--- src/rtl/timing_control_pkg.sv ---
// timing_control_pkg: shared CPU timing constants, vector codes and state encoding
package timing_control_pkg;
    typedef enum logic [1:0] {
        RST_HOLD = 2'd0,
        RST_SEQ  = 2'd1,
        RUN      = 2'd2
    } state_t;
    localparam logic [7:0] BRK_OP      = 8'h00;
    localparam logic [1:0] VEC_NONE    = 2'b00;
    localparam logic [1:0] VEC_NMI     = 2'b01;
    localparam logic [1:0] VEC_RESET   = 2'b10;
    localparam logic [1:0] VEC_IRQ     = 2'b11;
    localparam logic [2:0] RESET_CYCLE = 3'd7;
    localparam int         RST_SEQ_LEN = 6;
    localparam logic [2:0] SEQ_LAST    = 3'(RST_SEQ_LEN - 1);
endpackage

--- src/rtl/timing_control_nmi_edge_latch.sv ---
// nmi_edge_latch: NMI falling-edge detector with a pending latch cleared on injection
module nmi_edge_latch (
    input  logic clk_ph2,
    input  logic rst,
    input  logic nmi_n,
    input  logic clear,
    output logic pending
);
    logic nmi_q;

    // Sample nmi_n every edge; a fresh falling edge wins over a same-edge clear
    always_ff @(posedge clk_ph2)
        if (!rst) begin
            nmi_q   <= 1'b1;
            pending <= 1'b0;
        end else begin
            nmi_q   <= nmi_n;
            pending <= (nmi_q & ~nmi_n) | (pending & ~clear);
        end
endmodule

--- src/rtl/timing_control.sv ---
// timing_control: instruction cycle counter, IR load and reset/interrupt injection for the CPU core
module timing_control
    import timing_control_pkg::*;
(
    input  logic       clk_ph2,
    input  logic       rst,
    input  logic       I_cycle,
    input  logic       R_cycle,
    input  logic [7:0] DL,
    input  logic       rdy,
    input  logic       nmi_n,
    input  logic       irq_n,
    input  logic       I_flag,
    output logic [2:0] cycle,
    output logic [7:0] IR,
    output logic       sync,
    output logic       int_inject,
    output logic [1:0] vec_sel,
    output logic       reset_active
);
    state_t     state, state_nxt;
    logic [2:0] seq, seq_nxt;
    logic       nmi_pending, load, take_nmi, take_irq;

    nmi_edge_latch u_nmi (
        .clk_ph2 (clk_ph2),
        .rst     (rst),
        .nmi_n   (nmi_n),
        .clear   (take_nmi),
        .pending (nmi_pending)
    );

    // State and reset-sequence counter; rdy low freezes both
    always_ff @(posedge clk_ph2)
        if (!rst) begin
            state <= RST_HOLD;
            seq   <= '0;
        end else if (rdy) begin
            state <= state_nxt;
            seq   <= seq_nxt;
        end

    // Next state: leave hold on release, count out the reset sequence, then run
    always_comb begin
        state_nxt = state;
        seq_nxt   = '0;
        case (state)
            RST_HOLD: state_nxt = RST_SEQ;
            RST_SEQ: begin
                state_nxt = (seq == SEQ_LAST) ? RUN : RST_SEQ;
                seq_nxt   = (seq == SEQ_LAST) ? 3'd0 : seq + 3'd1;
            end
            RUN:     state_nxt = RUN;
            default: state_nxt = RST_HOLD;
        endcase
    end

    // Status decode and the opcode-load / interrupt-selection strobes
    always_comb begin
        sync         = (state == RUN) && (cycle == 3'd0);
        reset_active = (state != RUN);
        load         = (state == RUN) && rdy && (cycle == 3'd0) && I_cycle;
        take_nmi     = load && nmi_pending;
        take_irq     = load && !nmi_pending && !irq_n && !I_flag;
    end

    // Cycle counter, instruction register and injection flags
    always_ff @(posedge clk_ph2)
        if (!rst) begin
            cycle      <= RESET_CYCLE;
            IR         <= BRK_OP;
            int_inject <= 1'b0;
            vec_sel    <= VEC_RESET;
        end else if (rdy) begin
            if (state != RUN)
                cycle <= (state == RST_SEQ && seq == SEQ_LAST) ? 3'd0 : RESET_CYCLE;
            else
                cycle <= R_cycle ? 3'd0 : I_cycle ? cycle + 3'd1 : cycle;
            if (load) begin
                IR         <= (take_nmi || take_irq) ? BRK_OP : DL;
                int_inject <= take_nmi || take_irq;
                vec_sel    <= take_nmi ? VEC_NMI : take_irq ? VEC_IRQ : VEC_NONE;
            end
        end
endmodule

--- config.mk ---
export PLATFORM = sky130hd
export DESIGN_NAME = timing_control
export DESIGN_NICKNAME = d
export VERILOG_FILES = /design/src/rtl/timing_control_pkg.sv /design/src/rtl/timing_control_nmi_edge_latch.sv /design/src/rtl/timing_control.sv
export SDC_FILE = /design/constraint.sdc
export NUM_CORES = 1
export LEC_CHECK = 0
export ABC_AREA = 0
export CORE_MARGIN = 2
export CORE_UTILIZATION = 45
export CTS_BUF_LIST = sky130_fd_sc_hd__clkbuf_8
export CTS_CLUSTER_SIZE = 20
export DETAILED_ROUTE_END_ITERATION = 8
export HOLD_SLACK_MARGIN = 0.15
export PLACE_DENSITY_LB_ADDON = 0.15
export SYNTH_ARGS = -nofsm -noshare
export SYNTH_HDL_FRONTEND = slang
export SYNTH_HIERARCHICAL = 1
export SYNTH_SLANG_ARGS = --single-unit
--- constraint.sdc ---
create_clock -name clk_ph2 -period 2.5 [get_ports clk_ph2]
set_input_delay 0.375 -clock clk_ph2 [delete_from_list [all_inputs] [get_ports clk_ph2]]
set_output_delay 0.375 -clock clk_ph2 [all_outputs]
set_load 0.03 [all_outputs]
* Yosys cells after proc, flatten, opt, wreduce, memory -nomap -nowiden
Cells that the tools add are included. Widths: inputs -> output; s select.
Word-level totals: register bits after elaboration 21, bits of input ports 16, output and inout bits 16, word-level logic and storage cells 48
Operators by class: add/sub/neg operators 2, equal/unequal tests 4, muxes and demuxes 11, bitwise gates (word level) 5, reductions and logical operators 18
Operators with widths (number):
- $mux 3 | 6
- $logic_and 1x1->1 | 9
- $mux 8 | 1
- $add 3x1->3 const B | 2
- $mux 2 | 3
- $pmux 2 s3 | 1
- $reduce_and 2->1 | 2
- $eq 3x3->1 const B | 1
- $logic_not 1->1 | 3
- $logic_not 3->1 | 1
- $reduce_bool 3->1 | 1
- $and 1x1->1 | 2
- $eq 2x1->1 const B | 1
- $eq 2x2->1 const B | 1
- $logic_not 2->1 | 1
- $ne 2x2->1 const B | 1
- $not 1->1 | 2
- $logic_or 1x1->1 | 1
- $or 1x1->1 | 1

* Longest topological paths before layout
depth after elaboration 9, depth in mapped cells 9

* By module
The synthesis kept the hierarchy.
By module, submodules not included:
- timing_control | times used 1, cells an instance 105, area each 903.4 µm², seq. area each 360.3 µm²
- nmi_edge_latch | times used 1, cells an instance 6, area each 70.1 µm², seq. area each 40.0 µm²

* Worst setup path after synthesis
Ideal clock, no wire load.
kind register -> register, start point reg cycle[0], end point reg u_nmi.pending, arrival time 1707 ps, data required time 2434 ps, slack 727 ps, stages on the path, launching flop included 10, buffers on the path 2, clock period less this slack 1773 ps, cell sequence dfxtp_1 -> inv_1 -> ha_1 -> nand4bb_1 -> buf_2 -> inv_2 -> buf_4 -> and3_1 -> nand2b_1 -> a21boi_2
Between the ends: longest elaborated chain between the ends 7
RTL lines:
- start: declaration | RTL line timing_control.sv:14 | output logic [2:0] cycle,
- start signal: assignment | RTL line timing_control.sv:76 | cycle <= (state == RST_SEQ && seq == SEQ_LAST) ? 3'd0 : RESET_CYCLE;
- start signal: assignment | RTL line timing_control.sv:78 | cycle <= R_cycle ? 3'd0 : I_cycle ? cycle + 3'd1 : cycle;
- $logic_not 3->1 | RTL line timing_control.sv:62 | load = (state == RUN) && rdy && (cycle == 3'd0) && I_cycle;
- $logic_and 1x1->1 (2 in a row) | RTL line timing_control.sv:62
- $logic_and 1x1->1 | RTL line timing_control.sv:63 | take_nmi = load && nmi_pending;
- net take_nmi | RTL line timing_control.sv:23 | logic nmi_pending, load, take_nmi, take_irq;
- $not 1->1 | RTL line timing_control_nmi_edge_latch.sv:18 | pending <= (nmi_q & ~nmi_n) | (pending & ~clear);
- $and 1x1->1 | RTL line timing_control_nmi_edge_latch.sv:18
- $or 1x1->1 | RTL line timing_control_nmi_edge_latch.sv:18
- end signal: assignment | RTL line timing_control_nmi_edge_latch.sv:18
- end: declaration | RTL line timing_control_nmi_edge_latch.sv:7 | output logic pending
The timed path passes the listed nets, and every way through them passes these cells. A chain may end at the register's enable or synchronous reset.

* Final worst setup path
start point reg cycle[0], end point out sync
Between the ends: longest elaborated chain between the ends 2
RTL lines:
- $logic_not 3->1 | RTL line timing_control.sv:60 | sync = (state == RUN) && (cycle == 3'd0);
- $logic_and 1x1->1 | RTL line timing_control.sv:60
- end: declaration | RTL line timing_control.sv:16 | output logic sync,
No other way between the ends.

==> impl_metrics.json <==
{
  "io_buffers": 31,
  "critPathArrivalTime_ps": 1900,
  "finalSetupTns_ps": 0,
  "vias_per_cell": 5.81,
  "critPathLaunchType": "flip-flop",
  "relSlewSlack_pct": 66.3,
  "fp.dieArea_mm2": 0.00255,
  "htreeDepth": 1,
  "p_sw_mw": 0.147,
  "netlist_area_um2": 973,
  "final_nets": 159,
  "cts_root_buf": "clkbuf_8",
  "n_antenna_cell": 0,
  "path_class": "reg -> out",
  "grt_pass1_wl_um": 3820,
  "syn_avg_cell_area_um2": 8.77,
  "overflow": 0,
  "min_period_ps": 2280,
  "numClockSinks": 20,
  "ys_ff_latch": 20,
  "initial_core_util_pct": 48.6,
  "die_w_um": 50.5,
  "status": "complete, no violations",
  "antenna_found_initial": 0,
  "crit_required_ps": 2120,
  "cts-hold-fix-buffers": 0,
  "power_mw": 0.645,
  "final_antenna_net_count": 0,
  "worst_ir_drop_vdd_uv": 309,
  "clockBufferDepth": 2,
  "ios": 32,
  "drt_first_pass_iters": 4,
  "final_core_util_pct": 66.9,
  "syn-num-nets": 129,
  "insertion_delay_ps": 260,
  "seq_area_um2": 400,
  "numCtsBuffers": 3,
  "cap_violations": 0,
  "die_h_um": 50.5,
  "multi_input_area_um2": 503,
  "drt-initial-drc-count": 22,
  "cts_resized": 0,
  "core_area_mm2": 0.00200,
  "combPwrFrac_pct": 10.4,
  "rsz0062_at_grt": "false",
  "timing.final.hold_violations": 0,
  "routedWlPerCell_um": 14.1,
  "synthFlopType": "dfxtp_1",
  "routabilityCongestion": 0.762,
  "clkPwrFrac_pct": 38.6,
  "rows": 16,
  "syn-instance-count": 111,
  "fin_crit_sh_pct": 91.1,
  "internal_power_mw": 0.499,
  "fmax_mhz": 439,
  "critPathCaptureType": "primary output",
  "routed_wl_um": 2360,
  "drive_above_1_share_pct": 7.86,
  "grt_pass1_vias": 903,
  "path_clk_slew_ps": 80,
  "vias": 971,
  "cts_tree": "done",
  "drc_errors": 0,
  "grt_usage_pct": 19.6,
  "path_max_fanout": 13,
  "yosysWarnings": 6,
  "post-cts-setup-buffer-count": 0,
  "worst_pin_slew_ps": 506,
  "p_leak_nw": 0.479,
  "synth-edff-count": 0,
  "switching_share_pct": 22.7,
  "fillers": 167,
  "dp_hpwl_um": 1650,
  "slew_violations": 0,
  "grt_max_degree": 17,
  "synthArstFlopShare_pct": 0,
  "powerDensity_mw_per_mm2": 481,
  "synth_cell_types": 39,
  "p_seq_share_pct": 51.0,
  "clock-skew-final_ps": 4.98,
  "seq_area_frac_synth_pct": 41.1,
  "setup_viol_count_final": 0,
  "min_path_type": "reg -> reg",
  "syn2layout_area_growth_pct": 37.7
}
cells in the final DEF, fill, tap and decap left out, drive strengths merged:
| master | n |
|---|---|
| a211oi | 2 |
| a221oi | 1 |
| o21ai | 11 |
| ha | 2 |
| a21boi | 3 |
| and3 | 1 |
| nand3 | 3 |
| a21oi | 12 |
| or4 | 1 |
| buf | 2 |
| nand4 | 8 |
| dfxtp | 20 |
| o21ba | 1 |
| and2 | 2 |
| or3b | 1 |
| a41oi | 2 |
| o211ai | 1 |
| inv | 6 |
| a311oi | 1 |
| nor4 | 1 |
| nor3b | 1 |
| and4bb | 1 |
| nand2 | 5 |
| nor4b | 1 |
| or4b | 1 |
| nor2 | 1 |
| nand3b | 1 |
| nand4bb | 1 |
| o21a | 2 |
| o41ai | 1 |
| nand2b | 7 |
| or3 | 1 |
| clkbuf | 4 |
| nor3 | 1 |
| clkdlybuf4s50 | 31 |
routing by layer:
layer	global-route usage [%]	up-vias	part of all wire [%]
li1	-	468	-
met1	23.1	446	43
met2	35.1	51	48
met3	4.17	6	7.7
met4	6.76	0	1.5
met5	0	-	0
power by group through the flow:
| stage | combinational [mW] | clock (mW) | sequential (mW) |
|---|---|---|---|
| after floorplan | 0.0336 | 0 | 0.335 |
| after global placement | 0.0649 | 0 | 0.336 |
| final | 0.0668 | 0.249 | 0.329 |
| after CTS | 0.0661 | 0.251 | 0.329 |
| after global routing | 0.0722 | 0.270 | 0.330 |
| after detailed placement | 0.0657 | 0 | 0.336 |
layout make-up:
type,count,area share [%]
multi-input cells,77,37.5
flip-flops and latches,20,29.9
repair buffers,33,24.3
clock buffers,4,4.11
well taps,27,2.52
inverters,6,1.68
flip-flops by register name (all words and copies together) (netlist names):
name	flops
state	2
int_inject	1
u_nmi/pending	1
IR	8
seq	3
vec_sel	1
u_nmi/nmi_q	1
cycle	3
worst max-delay path: stages, from the launching register on:
cell and delay [ps]:
dfxtp_1 340, inv_1 80, ha_1 150, nand4bb_1 150, inv_2 210, clkdlybuf4s50_1 710
per-stage QoR:
step | instances | hold slack [ps] | setup slack, ps | instance area [µm²]
2_1_floorplan | 111 | 447 | 727 | 973
3_3_place_gp | 163 | 458 | 538 | 1280
3_5_place_dp | 163 | 468 | 529 | 1280
4_1_cts | 167 | 474 | 226 | 1340
5_1_grt | 167 | 490 | 141 | 1340
6_report | 167 | 470 | 223 | 1340
final timing paths:
path | start | endpoint | slack [ps] | depth (start not counted)
worst max-delay path | cycle[0] | sync | 220 | 5
worst min register to register | u_nmi/nmi_q | u_nmi/pending | 470 | 2
worst min-delay path | u_nmi/nmi_q | u_nmi/pending | 470 | 2
worst max register to register | state[1] | cycle[1] | 1010 | 3
kinds of logic after synthesis:
group	synth area share [%]
flip-flops	41.1
buffers and inverters	7.20
AND/OR/NAND/NOR	25.2
adder cells (fa/ha/maj)	2.57
AO/OA/AOI/OAI	23.9
Yosys cell counts, types with 2 or more instances:
cell	number	area (µm²)
dfxtp_1	20	400
a21oi_1	12	60.1
o21ai_0	11	55.1
nand4_1	8	50.1
nand2b_1	7	43.8
inv_1	5	18.8
nand2_1	5	18.8
nand3_1	3	15.0
a211oi_1	2	15.0
a21boi_0	2	15.0
a41oi_1	2	17.5
and2_1	2	12.5
buf_2	2	10.0
buf_4	2	15.0
clkbuf_1	2	7.51
ha_1	2	25.0
o21a_1	2	15.0
Power figures use the tool's default switching activity.
